$ cat src/rtl/prog_loader.sv
// Boot-time program loader: turns a framed byte stream into 32-bit
// instruction/data memory writes and holds the CPU in reset until 'G'.
//
// Ports:
//   clk, reset          rising-edge clock, synchronous active-high reset
//   in_valid/in_data    byte stream input; in_ready accepts a byte
//   mem_we              one-cycle word write strobe
//   mem_sel             0 = instruction memory, 1 = data memory
//   mem_addr            byte address of the word (multiple of 4)
//   mem_wdata           big-endian word (first byte in [31:24])
//   cpu_hold            CPU reset, released after the 'G' command
//   err                 sticky protocol error
//   words_loaded        saturating count of words written since reset
module prog_loader #(
    parameter int MEM_BYTES = 1024,
    parameter int ADDR_W    = 10
) (
    input  logic              clk,
    input  logic              reset,
    input  logic              in_valid,
    input  logic [7:0]        in_data,
    output logic              in_ready,
    output logic              mem_we,
    output logic              mem_sel,
    output logic [ADDR_W-1:0] mem_addr,
    output logic [31:0]       mem_wdata,
    output logic              cpu_hold,
    output logic              err,
    output logic [15:0]       words_loaded
);

    typedef enum logic [2:0] {
        IDLE,
        CNT_HI,
        CNT_LO,
        DATA,
        DONE,
        ERROR
    } state_t;

    localparam logic [7:0]  CMD_I     = 8'h49;
    localparam logic [7:0]  CMD_D     = 8'h44;
    localparam logic [7:0]  CMD_G     = 8'h47;
    localparam logic [16:0] MAX_WORDS = 17'(MEM_BYTES / 4);

    state_t              state, state_n;
    logic [15:0]         cnt, cnt_n;
    logic [15:0]         widx, widx_n;
    logic [1:0]          bidx, bidx_n;
    logic [23:0]         shreg, shreg_n;
    logic                we_n;
    logic                sel_n;
    logic [ADDR_W-1:0]   addr_n;
    logic [31:0]         wdata_n;
    logic [15:0]         wl_n;
    logic                acc;

    assign in_ready = (state != DONE) && (state != ERROR);
    assign cpu_hold = (state != DONE);
    assign err      = (state == ERROR);
    assign acc      = in_valid && in_ready;

    always_ff @(posedge clk) begin
        if (reset) begin
            state        <= IDLE;
            cnt          <= '0;
            widx         <= '0;
            bidx         <= '0;
            shreg        <= '0;
            mem_we       <= 1'b0;
            mem_sel      <= 1'b0;
            mem_addr     <= '0;
            mem_wdata    <= '0;
            words_loaded <= '0;
        end else begin
            state        <= state_n;
            cnt          <= cnt_n;
            widx         <= widx_n;
            bidx         <= bidx_n;
            shreg        <= shreg_n;
            mem_we       <= we_n;
            mem_sel      <= sel_n;
            mem_addr     <= addr_n;
            mem_wdata    <= wdata_n;
            words_loaded <= wl_n;
        end
    end

    always_comb begin
        state_n = state;
        cnt_n   = cnt;
        widx_n  = widx;
        bidx_n  = bidx;
        shreg_n = shreg;
        we_n    = 1'b0;
        sel_n   = mem_sel;
        addr_n  = mem_addr;
        wdata_n = mem_wdata;
        wl_n    = words_loaded;

        case (state)
            IDLE: begin
                if (acc) begin
                    if (in_data == CMD_I) begin
                        state_n = CNT_HI;
                        sel_n   = 1'b0;
                    end else if (in_data == CMD_D) begin
                        state_n = CNT_HI;
                        sel_n   = 1'b1;
                    end else if (in_data == CMD_G) begin
                        state_n = DONE;
                    end else begin
                        state_n = ERROR;
                    end
                end
            end
            CNT_HI: begin
                if (acc) begin
                    cnt_n   = {in_data, 8'h00};
                    state_n = CNT_LO;
                end
            end
            CNT_LO: begin
                if (acc) begin
                    cnt_n = {cnt[15:8], in_data};
                    if (cnt_n == 16'd0) begin
                        state_n = IDLE;
                    end else if ({1'b0, cnt_n} > MAX_WORDS) begin
                        state_n = ERROR;
                    end else begin
                        state_n = DATA;
                        widx_n  = '0;
                        bidx_n  = '0;
                    end
                end
            end
            DATA: begin
                if (acc) begin
                    shreg_n = {shreg[15:0], in_data};
                    bidx_n  = bidx + 2'd1;
                    if (bidx == 2'd3) begin
                        we_n    = 1'b1;
                        wdata_n = {shreg, in_data};
                        addr_n  = ADDR_W'({widx, 2'b00});
                        widx_n  = widx + 16'd1;
                        if (words_loaded != 16'hFFFF)
                            wl_n = words_loaded + 16'd1;
                        // Last word of the frame: back to IDLE on its 4th byte.
                        if (widx == cnt - 16'd1)
                            state_n = IDLE;
                    end
                end
            end
            DONE:    ;
            ERROR:   ;
            default: state_n = ERROR;
        endcase
    end

endmodule

$ cat config.mk
export PLATFORM = sky130hd
export DESIGN_NAME = prog_loader
export DESIGN_NICKNAME = d
export VERILOG_FILES = /design/src/rtl/prog_loader.sv
export SDC_FILE = /design/constraint.sdc
export NUM_CORES = 1
export LEC_CHECK = 0
export ABC_AREA = 1
export CAP_MARGIN = 0
export CORE_MARGIN = 2
export CORE_UTILIZATION = 55
export DETAILED_ROUTE_END_ITERATION = 12
export HOLD_SLACK_MARGIN = 0.05
export PLACE_DENSITY = 0.84
export SLEW_MARGIN = 10
export SYNTH_ARGS = -nofsm -noshare
export SYNTH_HDL_FRONTEND = slang
export SYNTH_SLANG_ARGS = --single-unit
$ cat constraint.sdc
create_clock -name clk -period 2.35 [get_ports clk]
set_input_delay 0.47 -clock clk [delete_from_list [all_inputs] [get_ports clk]]
set_output_delay 0.47 -clock clk [all_outputs]
set_load 0.02 [all_outputs]
==> Word level (Yosys, flattened, before mapping) <==
Cells that the tools add are included.
{ "word_totals": {"ff_bits": 119, "word_cells": 88, "in_bits": 11, "out_inout_bits": 63} }
{ "op_classes": {"add_sub_neg": 4, "n_reduce_logical": 18, "eq_ne": 21, "n_bitwise": 4, "muxes": 29, "magnitude_cmp": 1} }
{ "op_table": {"columns": ["operator", "n"], "rows": [
  ["16-bit two-way mux", 6],
  ["16-bit case mux with 2 select lines", 2],
  ["16-bit by 1-bit adder with 16-bit output (second input constant)", 2],
  ["3-bit two-way mux", 10],
  ["8-bit by 7-bit equality test with 1-bit output (second input constant)", 3],
  ["16-bit equality test", 1],
  ["16-bit by 9-bit greater-than comparator with 1-bit output (second input constant)", 1],
  ["16-bit zero test", 1],
  ["16-bit != test (second input constant)", 1],
  ["2-bit != test (second input constant)", 8],
  ["16-bit by 1-bit subtractor with 16-bit output (second input constant)", 1],
  ["3-bit case mux with 5 select lines", 1],
  ["3-bit AND reduction", 4],
  ["2-bit two-way mux", 4],
  ["8-bit two-way mux", 1],
  ["7-bit AND reduction", 1],
  ["3-bit by 2-bit equality test with 1-bit output (second input constant)", 2],
  ["3-bit equality test (second input constant)", 2],
  ["3-bit != test (second input constant)", 2],
  ["6-bit AND reduction", 1],
  ["2-bit nonzero test", 3],
  ["5-bit AND reduction", 1],
  ["1-bit two-way mux", 4],
  ["1-bit inverter", 4],
  ["10 further kinds", 11]
]} }

==> Longest topological paths before layout <==
Gate-level depths: netlist (run 1).
{ "depth": {"ltp_word": 6, "ltp_mapped": 16, "mapped_depth_nobuf": 16} }

==> Worst setup path before layout (run 1) <==
No wires, ideal clock.
{ "synth_timing": {"path_kind": "register to register", "start": "register cnt[0]", "end": "register state[1]", "stages_incl_launch_ff": 16, "n_path_buf": 0, "setup_ns": 0.115, "t_arrival_ns": 1.740, "t_required_ns": 2.235, "path_slack_ns": 0.494, "synth_period_minus_slack_ns": 1.856, "path_cell_list": "dfxtp_1 -> inv_1 -> ha_1 -> nand3_1 -> nor2_1 -> nand2_1 -> nand2_1 -> nand2_1 -> nor2_1 -> nand2_1 -> nor2_1 -> nand2_1 -> nand2_1 -> nand2_1 -> o21ai_0 -> inv_1"} }
{ "synth_via": {"elab_chain_len": 4} }
{ "synth_lines": {"columns": ["item", "line_no", "rtl"], "rows": [
  ["start, declared", "47", "logic [15:0] cnt, cnt_n;"],
  ["start signal, assigned", "77", "cnt <= cnt_n;"],
  ["16-bit by 1-bit subtractor with 16-bit output", "149", "if (widx == cnt - 16'd1)"],
  ["16-bit equality test", "149", null],
  ["2-bit != test (no source line)", null, null],
  ["7-bit AND reduction (no source line)", null, null],
  ["end signal, assigned", "76", "state <= state_n;"],
  ["end, declared", "46", "state_t state, state_n;"]
]} }
Every way passes these cells.
A chain may end at the register's enable or synchronous reset.

==> Worst setup path after layout (run 1) <==
{ "layout_timing": {"start": "register state[1]", "end": "output port cpu_hold"} }
{ "layout_via": {"elab_chain_len": 1} }
{ "layout_lines": {"columns": ["item", "line_no", "rtl"], "rows": [
  ["3-bit != test", "59", "assign cpu_hold = (state != DONE);"],
  ["end, declared", "27", "output logic cpu_hold,"]
]} }
Every way passes these cells.

==> results_dict.tcl, run 1 <==
set metrics [dict create \
    cts_tree "done" \
    setup_total_negative_slack_ns 0 \
    n_fill_cell 762 \
    finalHoldViolations 0 \
    fp.dieH_um 104.9 \
    clock_insertion_delay_worst_skew_ns 0.53 \
    setup.worst_path.start_class "flop" \
    finish.net_count 888 \
    seq_area_frac_synth_pct 42.58 \
    via_per_inst 5.573 \
    post-route-worst-setup-slack_ns 0.1718 \
    drc_errors 0 \
    worstPathMaxFanout 5 \
    run_status "completed" \
    ir_drop_mv 0.6078 \
    sequential_cell_area_in_the_final_layout_sq_um 2384 \
    drt_pass1_iterations 6 \
    p_seq_share_pct 37.1 \
    rows 36 \
    clock_sinks 119 \
    finalPower_mw 5.908 \
    critical_path_required_ns 1.88 \
    groute.usage.overall_pct 28.84 \
    htree_levels 4 \
    io_buffer_count 71 \
    part_of_the_power_in_the_clock_network_pct 41.7 \
    area_delta_synth_final_pct 27.66 \
    fp.coreArea_sq_um 9819 \
    timing.setup.critical_path_class "reg2out" \
    ff2ff_setup_slack_ns 0.25 \
    drt-total-wl_um 15520 \
    power_density_nw_per_um2 827.1 \
    finalSetupViolations 0 \
    design.portCount 74 \
    report.final.slew_viol_count 0 \
    placed_cells 987 \
    route.antenna.remaining_nets 0 \
    synth.yosys.warnings 0 \
    maximum_number_of_pins_on_one_net_before_global_route_repair 49 \
    first_pass_grt_wire_length_um 25660 \
    maxCapViolations 0 \
    antenna_cells 0 \
    syn-instance-count 787 \
    netSwitchingFraction_pct 32.02 \
    switching_power_mw 1.892 \
    finish.cell_count_without_fillers 1019 \
    gpl.final_weighted_congestion 0.9037 \
    clk_pin_slew_ns 0.06 \
    combPwrFrac_pct 21.2 \
    multi_input_area_sq_um 2724 \
    initial_core_util_pct 56.98 \
    ys_ff_latch 119 \
    drt-wirelength-per-cell_um 15.23 \
    die-area_sq_um 11000 \
    numCtsBuffers 17 \
    finClkSkew_ns 0.01007 \
    post-route-util_pct 72.74 \
    clk_path_buf_depth 2 \
    crit_path_end_kind "primary output" \
    postSynthAreaPerCell_sq_um 7.110 \
    die_width_um 104.9 \
    grt_overflow_total 0 \
    critPathArrivalTime_ns 1.71 \
    post-dp-hpwl_um 10860 \
    layout_worst_path_cycle_share_pct 92.69 \
    hold_path_class "reg2reg" \
    drive_above_1_share_pct 9.819 \
    leakage_nw 2.871 \
    drt_first_iter_violations 488 \
    maxClockFrequency_mhz 459.1 \
    via_count_of_the_first_global_routing_pass 5481 \
    synthesis.area_sq_um 5595 \
    p_int_mw 4.016 \
    yosys.cell_types.count 41 \
    hold_buffers_post_cts 0 \
    initial_antenna_violation_count 0 \
    cts.root.buffer_cell "clkbuf_8" \
    post-route-min-period_ns 2.178 \
    vias 5679 \
    placement.setup.worst_slack_ns -0.001323 \
]
## sequential cells by signal, summed over array words and instances, names as in the netlist
name and cells:
mem_we 1, cnt 16, widx 16, mem_addr 8, bidx 2, state 3, mem_sel 1, shreg 24
mem_wdata 32, words_loaded 16
## metrics by stage
stage	cell area (sq um)	hold WS, ns
global placement	6554	0.4319
detailed placement	6554	0.4421
global route	7143	0.4802
finish	7143	0.4555
floorplan	5599	0.4205
CTS	7123	0.4563
## repair_timing
item / 4_1_cts / 5_1_grt
setup endpoints to repair: 2 / 4
gates resized for setup: 2 / 7
buffers inserted: 0 / 0
## cells in the mapped netlist, drive strengths merged
master | number | area (sq um)
nand2 | 128 | 498.0
clkinv | 1 | 5.000
a21oi | 83 | 415.4
and3 | 1 | 6.260
a41oi | 1 | 8.760
xor2 | 16 | 140.1
buf | 11 | 71.31
nor4 | 4 | 25.02
nand3 | 60 | 310.3
o21ai | 91 | 455.4
xnor2 | 6 | 52.55
o21a | 1 | 7.510
nor3 | 17 | 101.4
dfxtp | 119 | 2382
a31oi | 3 | 18.77
a211oi | 8 | 60.06
nor2 | 96 | 396.6
ha | 4 | 50.05
nand3b | 4 | 30.03
clkbuf | 21 | 78.83
nor3b | 4 | 40.03
inv | 94 | 355.3
conb | 1 | 3.750
nand4 | 11 | 68.82
o21bai | 1 | 7.510
or2 | 1 | 6.260
## worst max-delay path, stage by stage, from the launching register on
cell	delay, ns
dfxtp_1	0.41
nor2_1	0.09
nand2_1	0.08
clkdlybuf4s50_1	0.61
## area by class of cell
type / count / area share, %
multi-input cells: 542 / 38.13
well taps: 133 / 2.330
repair buffers: 98 / 13.15
clock buffers: 18 / 5.991
inverters: 95 / 5.045
flip-flops and latches: 119 / 33.37
clock inverters: 14 / 1.979
## per-layer routing
layer | GRT usage, % | vias to the layer above | part of all wire (%)
met1 | 33.59 | 2638 | 42
met4 | 13.43 | 0 | 3.2
li1 | - | 2764 | -
met3 | 7.112 | 49 | 5.7
met2 | 49.68 | 228 | 50
met5 | 0 | - | 0
## cells in the final DEF, fill, tap and decap left out, types with 4 or more instances in the layout
master and count:
nor2_2 4, a21oi_1 83, a211oi_1 8, nand2_1 125, nand4_1 11, nor2_1 88
nor4_1 4, ha_1 4, xor2_1 16, nor3_1 15, inv_2 6, o21ai_0 88
inv_1 87, xnor2_1 6, nand3_1 57, inv_6 4, dfxtp_1 118, nand3b_1 4
clkdlybuf4s50_1 69, buf_4 25, clkbuf_16 16
## final timing paths
check	from	endpoint	depth (start not counted)
min reg2reg	shreg[18]$_SDFFE_PP0P_	mem_wdata[26]$_SDFFE_PP0P_	2
max reg2reg	cnt[0]$_SDFFE_PP0P_	state[1]$_SDFFE_PP0P_	13
max	state[1]$_SDFFE_PP0P_	cpu_hold	3
min	shreg[18]$_SDFFE_PP0P_	mem_wdata[26]$_SDFFE_PP0P_	2
## logic make-up after synthesis
logic type | synth area share [%]
other | 0.06702
xor gates and xnor gates | 3.444
buffers and inverters | 9.123
and+or+nand+nor | 26.50
adders and majority gates | 0.8945
AOI/OAI and AO/OA | 17.40
DFF | 42.58
## power groups by stage
| stage | logic, mW | clock network [mW] | registers (mW) |
|---|---|---|---|
| 2_1_floorplan | 0.915 | 0 | 2.20 |
| 3_3_place_gp | 1.16 | 0 | 2.22 |
| 3_5_place_dp | 1.19 | 0 | 2.23 |
| 4_1_cts | 1.20 | 2.47 | 2.19 |
| 5_1_grt | 1.42 | 2.58 | 2.20 |
| 6_report | 1.25 | 2.46 | 2.19 |
Note: power is estimated with default switching activity, not from simulation.
==> run 2, diff against run 1 <==
--- a/config.mk
+++ b/config.mk
@@ -12,7 +12,7 @@
 export DETAILED_ROUTE_END_ITERATION = 12
 export HOLD_SLACK_MARGIN = 0.05
 export PLACE_DENSITY = 0.84
-export SLEW_MARGIN = 10
+export SLEW_MARGIN = 20
 export SYNTH_ARGS = -nofsm -noshare
 export SYNTH_HDL_FRONTEND = slang
 export SYNTH_SLANG_ARGS = --single-unit
==> results of run 2 <==
Same layout as run 1: the final DEF is identical, and so are final timing and power.
